--- src/rtl/sync_delay_line.sv ---
// Programmable delay line for vs/hs/de plus pixel data, built on a circular buffer.
// Outputs stay blanked while the buffer refills after reset or after a delay change.
module sync_delay_line #(
  parameter int   MAX_DELAY     = 64,
  parameter int   DEFAULT_DELAY = 7,
  parameter int   DATA_W        = 24,
  parameter logic SYNC_IDLE     = 1'b0,
  parameter bit   APPLY_AT_VS   = 1'b0,
  localparam int  DW            = $clog2(MAX_DELAY + 1)
) (
  input  logic              clk,
  input  logic              reset,
  input  logic              vs_in,
  input  logic              hs_in,
  input  logic              de_in,
  input  logic [DATA_W-1:0] data_in,
  input  logic [DW-1:0]     delay_sel,
  input  logic              delay_load,
  output logic              vs_out,
  output logic              hs_out,
  output logic              de_out,
  output logic [DATA_W-1:0] data_out,
  output logic              primed,
  output logic              pending,
  output logic [DW-1:0]     delay_act
);

  localparam int AW = $clog2(MAX_DELAY);
  localparam int WW = DATA_W + 3;
  localparam logic [WW-1:0] BLANK = {SYNC_IDLE, SYNC_IDLE, 1'b0, {DATA_W{1'b0}}};

  typedef enum logic {PRIME, RUN} state_t;

  state_t          state_reg, state_next;
  logic [DW-1:0]   delay_reg, delay_next;
  logic [DW-1:0]   fill_reg, fill_next;
  logic [DW-1:0]   pend_val_reg, pend_val_next;
  logic            pend_reg, pend_next;
  logic            primed_reg, primed_next;
  logic            vs_prev_reg;
  logic [AW-1:0]   wr_ptr_reg;
  logic [WW-1:0]   out_word_reg, out_word_next;

  logic [WW-1:0]   mem [MAX_DELAY];
  logic [WW-1:0]   in_word, tap_word;
  logic [AW:0]     tap_sum;
  logic [AW-1:0]   rd_addr;
  logic [DW-1:0]   sel_clamped, new_d;
  logic            vs_act, apply;

  function automatic logic [DW-1:0] clamp_delay(input logic [DW-1:0] v);
    if (v == '0)
      return DW'(1);
    else if (int'(v) > MAX_DELAY)
      return DW'(MAX_DELAY);
    else
      return v;
  endfunction

  assign in_word = {vs_in, hs_in, de_in, data_in};

  // Tap sits D-1 entries behind the write pointer; D=1 bypasses the buffer.
  always_comb begin
    tap_sum = {1'b0, wr_ptr_reg} + (AW+1)'(MAX_DELAY) - (AW+1)'(delay_reg - DW'(1));
    if (tap_sum >= (AW+1)'(MAX_DELAY))
      rd_addr = AW'(tap_sum - (AW+1)'(MAX_DELAY));
    else
      rd_addr = AW'(tap_sum);
    tap_word = (delay_reg == DW'(1)) ? in_word : mem[rd_addr];
  end

  always_ff @(posedge clk) begin
    mem[wr_ptr_reg] <= in_word;
  end

  always_comb begin
    vs_act      = (vs_in != SYNC_IDLE) && (vs_prev_reg == SYNC_IDLE);
    sel_clamped = clamp_delay(delay_sel);
    apply       = 1'b0;
    new_d       = sel_clamped;
    if (APPLY_AT_VS) begin
      apply = vs_act && (delay_load || pend_reg);
      new_d = delay_load ? sel_clamped : pend_val_reg;
    end else begin
      apply = delay_load;
    end
  end

  always_comb begin
    state_next    = state_reg;
    delay_next    = delay_reg;
    fill_next     = fill_reg;
    pend_next     = pend_reg;
    pend_val_next = pend_val_reg;
    out_word_next = BLANK;
    primed_next   = 1'b0;
    if (apply) begin
      delay_next = new_d;
      state_next = PRIME;
      fill_next  = '0;
      pend_next  = 1'b0;
    end else begin
      if (APPLY_AT_VS && delay_load) begin
        pend_next     = 1'b1;
        pend_val_next = sel_clamped;
      end
      case (state_reg)
        PRIME: begin
          // This cycle's write completes the fill when D samples are in.
          if (fill_reg + DW'(1) >= delay_reg) begin
            state_next    = RUN;
            out_word_next = tap_word;
            primed_next   = 1'b1;
          end else begin
            fill_next = fill_reg + DW'(1);
          end
        end
        RUN: begin
          out_word_next = tap_word;
          primed_next   = 1'b1;
        end
        default: state_next = PRIME;
      endcase
    end
  end

  always_ff @(posedge clk or posedge reset) begin
    if (reset) begin
      state_reg    <= PRIME;
      delay_reg    <= DW'(DEFAULT_DELAY);
      fill_reg     <= '0;
      pend_reg     <= 1'b0;
      pend_val_reg <= DW'(DEFAULT_DELAY);
      primed_reg   <= 1'b0;
      vs_prev_reg  <= SYNC_IDLE;
      wr_ptr_reg   <= '0;
      out_word_reg <= BLANK;
    end else begin
      state_reg    <= state_next;
      delay_reg    <= delay_next;
      fill_reg     <= fill_next;
      pend_reg     <= pend_next;
      pend_val_reg <= pend_val_next;
      primed_reg   <= primed_next;
      vs_prev_reg  <= vs_in;
      wr_ptr_reg   <= (wr_ptr_reg == AW'(MAX_DELAY - 1)) ? '0 : wr_ptr_reg + AW'(1);
      out_word_reg <= out_word_next;
    end
  end

  assign vs_out    = out_word_reg[WW-1];
  assign hs_out    = out_word_reg[WW-2];
  assign de_out    = out_word_reg[WW-3];
  assign data_out  = out_word_reg[DATA_W-1:0];
  assign primed    = primed_reg;
  assign pending   = pend_reg;
  assign delay_act = delay_reg;

endmodule

--- config.mk ---
export PLATFORM = sky130hd
export DESIGN_NAME = sync_delay_line
export DESIGN_NICKNAME = d
export VERILOG_FILES = /design/src/rtl/sync_delay_line.sv
export SDC_FILE = /design/constraint.sdc
export NUM_CORES = 1
export LEC_CHECK = 0
export BUFFER_PORTS_ARGS = -buffer_cell sky130_fd_sc_hd__buf_2
export CAP_MARGIN = 20
export CORE_MARGIN = 1
export CORE_UTILIZATION = 45
export DETAILED_ROUTE_END_ITERATION = 16
export HOLD_SLACK_MARGIN = 0.12
export SLEW_MARGIN = 20
export SYNTH_ARGS = -nofsm -noshare
export SYNTH_HDL_FRONTEND = slang
export SYNTH_SLANG_ARGS = --single-unit
--- constraint.sdc ---
create_clock -name clk -period 4.7 [get_ports clk]
set_input_delay 0.235 -clock clk [delete_from_list [all_inputs] [get_ports clk]]
set_output_delay 0.235 -clock clk [all_outputs]
set_load 0.03 [all_outputs]
After elaboration in Yosys (flattened, before gate mapping)
Memory sizes are Yosys's and may differ from the RTL's. Index checks and enable logic that the tools add are counted.

Register bits: 49. Bits in latches: 0. Memory bits (writable): 1728. Bits in read-only memories: 0. Logic and storage cells: 39. Memories: 1.

Memories: mem (depth 64, bits a word 27, rd ports 1, clocked after Yosys merged registers in 0, write ports 1, RTL line 44) `logic [WW-1:0] mem [MAX_DELAY];`.

Add/subtract/negate cells: 6. Multipliers: 0. Div/mod/pow operators: 0. Order comparisons: 3. Equal/unequal tests: 4. Shifts and indexed selects: 0. Multiplexer cells: 16. Bitwise gates (word level): 1. Reduce and logical (&&, ||, !) cells: 2.

Operators by type and width (count): two-way mux 27 bit (3); one-hot mux 27 bit (2 select lines) (1); two-way mux 7 bit (5); two-way mux 6 bit (2); adder 6 x 7 -> 7 bit (second input constant) (1); adder 7 x 1 -> 7 bit (second input constant) (1); equality test 7 x 1 -> 1 bit (second input constant) (1); >= comparator 7 bit (1); >= comparator 7 bit (second input constant) (1); greater-than comparator 7 bit (second input constant) (1); logical NOT 7 bit (1); subtractor 7 x 1 -> 7 bit (second input constant) (1); subtractor 7 bit (1); adder 6 x 1 -> 6 bit (second input constant) (1); equality test 6 bit (second input constant) (1); subtractor 6 x 1 -> 6 bit (second input constant) (1); two-way mux 1 bit (4); inequality test 2 bit (second input constant) (2); one-hot mux 1 bit (2 select lines) (1); AND reduction 2 bit (1); NOT 1 bit (1).

Logic depth before layout (Yosys ltp)
Gate-level depths: netlist of run 1. An unclocked memory read counts as a cell.

Depth in word-level cells: 9. Mapped depth: 16. Gate-level depth less buffers: 12.

Worst setup path before layout of run 1
No wires, ideal clock.

Kind: register to register. Start point: register delay_reg[1] (netlist: delay_act[1]). End point: register out_word_reg[14]. Library setup time: 0.132 ns. Data arrival time: 3.245 ns. Required time: 4.568 ns. Path slack: 1.323 ns. Stages on the path, launching flop included: 14. Period minus slack after synthesis: 3.377 ns. Path through: dfstp_2 > ha_1 > inv_1 > ha_1 > inv_1 > fa_1 > buf_2 > buf_1 > mux4_2 > mux2_2 > o21ai_0 > o2111ai_1 > o22ai_1 > o21ai_1.

Longest elaborated chain between the ends: 9.

Ends and longest elaborated chain: from (decl) (RTL line 35) `logic [DW-1:0] delay_reg, delay_next;`; from (signal assigned) (RTL line 130) `delay_reg <= DW'(DEFAULT_DELAY);`; from (signal assigned) (RTL line 140) `delay_reg <= delay_next;`; subtractor 7 x 1 -> 7 bit (RTL line 64) `tap_sum = {1'b0, wr_ptr_reg} + (AW+1)'(MAX_DELAY) - (AW+1)'(delay_reg - DW'(1));`; subtractor 7 bit (RTL line 64); subtractor 6 x 1 -> 6 bit or >= comparator 7 bit (tied branches) (RTL line 66, 65); two-way mux 6 bit (RTL line 65) `if (tap_sum >= (AW+1)'(MAX_DELAY))`; memory (64 x 27 bit); two-way mux 27 bit (RTL line 69) `tap_word = (delay_reg == DW'(1)) ? in_word : mem[rd_addr];`; two-way mux 27 bit (RTL line 110) `if (fill_reg + DW'(1) >= delay_reg) begin`; one-hot mux 27 bit (2 select lines) * (RTL line 107) `case (state_reg)`; two-way mux 27 bit * (RTL line 97) `if (apply) begin`; via out_word_next[14] (RTL line 42) `logic [WW-1:0] out_word_reg, out_word_next;`; to (signal assigned) (RTL line 147) `out_word_reg <= out_word_next;`; to (decl) (RTL line 42).

The timed path passes the listed nets; every way through them passes the cells marked *. A chain may end at the register's enable or synchronous reset.

Final worst setup path of run 1
Start point: register wr_ptr_reg[1]. End point: register out_word_reg[5].

Longest elaborated chain between the ends: 9.

Ends and longest elaborated chain: from (decl) (RTL line 41) `logic [AW-1:0] wr_ptr_reg;`; from (signal assigned) (RTL line 146) `wr_ptr_reg <= (wr_ptr_reg == AW'(MAX_DELAY - 1)) ? '0 : wr_ptr_reg + AW'(1);`; adder 6 x 7 -> 7 bit * (RTL line 64); subtractor 7 bit * (RTL line 64); subtractor 6 x 1 -> 6 bit or >= comparator 7 bit (tied branches) (RTL line 66, 65); two-way mux 6 bit * (RTL line 65); memory (64 x 27 bit) *; two-way mux 27 bit * (RTL line 69); two-way mux 27 bit (RTL line 110); one-hot mux 27 bit (2 select lines) * (RTL line 107); two-way mux 27 bit * (RTL line 97); via out_word_next[5] (RTL line 42).

Marked as above.

==> results.yml, run 1 <==
detailed_routing:
  wl_mm: 188
  dr.pass1.iters: 5
  post-route-drc-count: 0
  vias_per_cell: 6.11
  first_iter_violations: 4088
  ant_nets: 0
  vias: 35052
  post_drt_wl_per_cell_um: 32.8
timing:
  holdWs_ns: 0.122
  timing.final.ws_setup_ns: 0.160
  post-route-period-util: 0.966
  fmax_mhz: 220
  slew_headroom: 0.229
  worst_pin_slew_ns: 1.15
  rsz0062_at_grt: "no"
  hold_viol: 0
  min_period_ns: 4.54
  slew_violations: 0
  fin_worst_skew_ns: 0.0306
  setup_viol: 0
  setup_tns_ns: 0
layout:
  multi_input_area_um2: 15800
  regArea_um2: 53100
  fill_cells: 11985
  finalNetCount: 3625
  final_util: 0.522
  largest_reg_flops: 1728
  drive_above_1_share: 0.264
  areaGrowthSynthToFinish_pct: 14.6
synthesis:
  yosysMostFrequentCell: "edfxtp_1"
  ys.flop_type: "edfxtp_1"
  avgSynthCellArea_um2: 21.0
  synth_enable_flop_cells: 1728
  synth_top_area_share: 0.748
  synth-seq-cells: 1776
  syn-instance-count: 3298
  ys_async_sr_fraction: 0.0270
  synth_top_area_cell: "edfxtp_1"
  synth_area_leaders: "edfxtp_1 (75%), mux4_2 (11%), mux2i_1 (4.6%), dfrtp_1 (1.6%), a22oi_1 (1.1%)"
  synth_cell_types: 54
  syn_area_um2: 69400
  yosysSeqAreaShare: 0.765
  synth_commonest_cells: "edfxtp_1 (1728), mux4_2 (327), mux2i_1 (322)"
  ys_warn_count: 0
  syn_nets: 3354
die:
  die_area_um2: 156000
  start_util: 0.455
  coreArea_um2: 152000
  rows: 143
  die_h_um: 395
  boundaryPins: 73
  die_w_um: 395
placement:
  gp_congestion: 0.825
  dp_hpwl_mm: 107
  io_buffer_count: 71
  pre_cts_slack_ns: 0.0474
worst_setup_path:
  cpMostUsedCell: "inv_1"
  required_ns: 5.43
  end_kind: "register"
  critical_path_class: "register to register"
  max_stage_delay_ns: 0.84
  cp_max_fo: 26
  startpoint_type: "register"
  cp.arrival_ns: 5.27
  critPathSlowestCell: "a211oi_1"
  cp_cell_sequence: "inv_1, ha_1, inv_1, ha_4, inv_1, fa_4, buf_4, and2_2, buf_12, a22oi_1, a21oi_1, a211oi_1, o22ai_1, o21ai_1"
outcome:
  outcome: "complete, no violations"
clock_tree:
  cts_tree: "built"
  worstSkewPairLatency_ns: 0.81
  clock-root-buffer: "clkbuf_16"
  cts_buffers: 181
  clockBufferDepth: 3
  clock_sinks: 1776
  htree_levels: 4
  clk_pin_slew_worst_paths_ns: 0.06
pwr:
  p_per_area_nw_per_um2: 458
  ir_drop_mv: 0.397
  p_total_mw: 36.4
  p_leak_nw: 26.0
global_route:
  grtUsageTotal: 0.241
  antenna_found_initial: 11
  first_global_vias: 34469
  overflow: 0
  grt_max_degree: 79
  grt_first_pass_wirelength_mm: 266
job:
  drv_cap: 0
min_path:
  hp-class: "input pin to register"
-- critical path: cells and delay by family, from the launching register on --
family / cells / cell delay, ns
AOI/OAI and AO/OA: 5 / 1.83
adders and majority gates: 3 / 1.19
buffers and inverters: 5 / 0.71
DFF: 1 / 0.45
and+or+nand+nor: 1 / 0.25
-- layer usage --
metal,share of wire,global-route usage
met5,0.00012,0
met1,0.41,0.346
met4,0.027,0.0692
met2,0.47,0.375
met3,0.090,0.0491
-- metrics by stage --
step           instances  area (µm²)
2_1_floorplan       3298       69400
3_3_place_gp        5388       73600
3_5_place_dp        5394       73700
4_1_cts             5730       79400
5_1_grt             5734       79500
6_report            5737       79500
-- where the power goes --
group / total (mW) / internal, mW / switching [mW]
Sequential: 17.6 / 17.4 / 0.116
Clock: 13.6 / 7.62 / 6.00
Combinational: 5.21 / 1.97 / 3.25
Total: 36.4 / 27.0 / 9.36
-- timing repair --
action	in CTS	in global routing
resized for setup	0	1
endpoints found under the hold margin	175	2
buffers inserted	0	0
setup endpoints to repair	0	1
hold buffers	18	1
-- final cells by class --
| cell class | instances | area share |
|---|---|---|
| diodes | 3 | 0.0000944 |
| clock buffers | 233 | 0.0607 |
| clock inverters | 85 | 0.00894 |
| inverters | 16 | 0.000755 |
| multi-input cells | 1303 | 0.198 |
| flip-flops and latches | 1776 | 0.668 |
| well taps | 2030 | 0.0319 |
| repair buffers | 291 | 0.0314 |
-- worst paths after layout --
kind / from / end / slack (ns) / depth (start not counted)
min in group asynchronous: reset / out_word_reg[17] / 0.24 / 4
min reg2reg: fill_reg[1] / fill_reg[1] / 0.56 / 2
max: wr_ptr_reg[1] / out_word_reg[5] / 0.16 / 14
min: data_in[22] / mem[23][22] / 0.12 / 2
max reg2reg: wr_ptr_reg[1] / out_word_reg[5] / 0.16 / 14
max in group asynchronous: reset / fill_reg[1] / 3.82 / 4
-- cell usage in the layout (no fill, tap or decap), types with 8 or more instances in the layout --
master / n
a211oi_1: 49
a21oi_1: 59
a22oi_1: 106
buf_12: 29
buf_2: 72
buf_4: 167
clkbuf_1: 42
clkbuf_16: 181
clkbuf_8: 10
clkinv_1: 43
clkinv_2: 16
clkinv_8: 8
dfrtp_1: 45
dlygate4sd3_1: 19
edfxtp_1: 1728
ha_1: 16
inv_1: 13
mux2_2: 53
mux2i_1: 321
mux4_2: 327
nand2_1: 15
nand3_1: 9
nand4b_1: 27
nor2_1: 14
nor2_4: 63
o2111ai_1: 27
o21ai_0: 56
o21ai_1: 28
o221ai_1: 26
o22ai_1: 34
-- cell families after synthesis --
group / count (synthesis) / share of synthesized area
xor gates and xnor gates: 16 / 0.00234
other: 1 / 0.0000540
and+or+nand+nor: 161 / 0.0121
muxes: 703 / 0.161
DFF: 1776 / 0.765
buffers and inverters: 219 / 0.0168
AOI/OAI and AO/OA: 403 / 0.0388
adders and majority gates: 19 / 0.00353
(Power assumes the default switching activity.)
==> inputs of run 2 (changes only) <==
- HOLD_SLACK_MARGIN: 0.12 -> 0.1
- MAX_ROUTING_LAYER: unset -> met4
==> results.yml, run 2 (synthesized netlist as in run 1, its figures left out) <==
outcome:
  outcome: "complete, no violations"
pwr:
  p_total_mw: 36.4
  p_per_area_nw_per_um2: 458
  ir_drop_mv: 0.399
  p_leak_nw: 26.0
timing:
  fin_worst_skew_ns: 0.0282
  fmax_mhz: 218
  post-route-period-util: 0.976
  slew_violations: 0
  min_period_ns: 4.59
  slew_headroom: 0.229
  worst_pin_slew_ns: 1.15
  rsz0062_at_grt: "no"
  setup_tns_ns: 0
  hold_viol: 0
  setup_viol: 0
clock_tree:
  clock-root-buffer: "clkbuf_16"
  cts_tree: "built"
  clockBufferDepth: 3
  worstSkewPairLatency_ns: 0.81
  clk_pin_slew_worst_paths_ns: 0.06
  clock_sinks: 1776
  cts_buffers: 181
  htree_levels: 4
  postCtsSetupRepairBufs: 0
die:
  die_area_um2: 156000
  coreArea_um2: 152000
  die_h_um: 395
  start_util: 0.455
  die_w_um: 395
  boundaryPins: 73
  rows: 143
worst_setup_path:
  cp.arrival_ns: 5.32
  required_ns: 5.44
  cp.buffers_inverters: 5
  critPathSlowestCell: "a211oi_1"
  cpMostUsedCell: "inv_1"
  cp_max_fo: 26
  end_kind: "register"
  critical_path_class: "register to register"
  startpoint_type: "register"
  cp_cell_sequence: "inv_1, ha_1, inv_1, ha_4, inv_1, fa_4, buf_4, and2_2, buf_12, a22oi_1, a21oi_1, a211oi_1, o22ai_1, o21ai_1"
  cp_top_family: "compound AO/OA/AOI/OAI gates"
  max_stage_delay_ns: 0.83
min_path:
  hp-class: "input pin to register"
layout:
  finalNetCount: 3626
  largest_reg_flops: 1728
  drive_above_1_share: 0.265
  fill_cells: 11980
  final_common_cell: "edfxtp_1"
  final_util: 0.522
  final_cell_mix: "edfxtp_1 (1728), mux4_2 (327), mux2i_1 (321), clkbuf_16 (181), buf_4 (167)"
  areaGrowthSynthToFinish_pct: 14.6
detailed_routing:
  wl_mm: 188
  ant_nets: 0
  first_iter_violations: 4421
  post_drt_wl_per_cell_um: 32.7
  vias_per_cell: 6.11
  post-route-drc-count: 0
  vias: 35050
  dr.pass1.iters: 6
global_route:
  overflow: 0
  grtUsageTotal: 0.249
  first_global_vias: 34409
  antenna_found_initial: 10
  grt_max_degree: 79
  grt_first_pass_wirelength_mm: 266
placement:
  dp_hpwl_mm: 107
  io_buffer_count: 71
  gp_congestion: 0.837
job:
  drv_cap: 0
[run 2: changes by cell type in the layout (fill, tap and decap cells not counted), sizes merged]
cell         change
buf              +2
dlygate4sd3      -1
[run 2: area by class of cell]
| cell class | count | area, µm² | area share |
|---|---|---|---|
| Clock buffer | 233 | 4820 | 0.0607 |
| Tap cell | 2030 | 2540 | 0.0319 |
| Multi-Input combinational cell | 1303 | 15800 | 0.198 |
| Inverter | 16 | 60.1 | 0.000755 |
| Antenna cell | 3 | 7.51 | 0.0000944 |
| Sequential cell | 1776 | 53100 | 0.668 |
| Timing Repair Buffer | 292 | 2520 | 0.0317 |
| Clock inverter | 85 | 711 | 0.00894 |
[run 2: metal layers]
| metal | share of wire | GRT usage | vias to the layer above |
|---|---|---|---|
| li1 | - | - | 14413 |
| met1 | 0.41 | 0.346 | 18731 |
| met2 | 0.47 | 0.377 | 1642 |
| met3 | 0.086 | 0.0496 | 264 |
| met4 | 0.025 | 0.0659 | 0 |
| met5 | 0 | - | - |
[run 2: power by group]
part           switching (mW)  leakage [nW]  internal, mW
logic                    3.25          7.15          1.97
registers               0.118          16.2          17.4
clock network            6.00          2.70          7.62
total                    9.37          26.0          27.0
[run 2: through the flow]
step	cell area (µm²)	hold WS, ns	cells	worst slack [ns]
6_report	79500	0.120	5738	0.113
5_1_grt	79500	0.143	5738	0.0753
4_1_cts	79400	0.127	5730	0.0450
3_3_place_gp	73600	0.500	5388	-0.283
2_1_floorplan	69400	0.300	3298	1.32
3_5_place_dp	73700	0.504	5394	0.0474
[run 2: what timing repair did]
| item | 4_1_cts | 5_1_grt |
|---|---|---|
| resized for setup | 0 | 1 |
| hold buffers | 18 | 0 |
| hold endpoints to repair | 172 | 0 |
| endpoints found under the setup margin | 0 | 1 |
[run 2: path summary, 6_finish.rpt]
path / start / to / slack, ns / depth (start not counted)
max reg2reg: wr_ptr_reg[1] / out_word_reg[5] / 0.11 / 14
min: data_in[22] / mem[28][22] / 0.12 / 2
max in group asynchronous: reset / fill_reg[1] / 3.80 / 4
max: wr_ptr_reg[1] / out_word_reg[5] / 0.11 / 14
min in group asynchronous: reset / out_word_reg[15] / 0.23 / 4
min reg2reg: fill_reg[1] / fill_reg[1] / 0.56 / 2
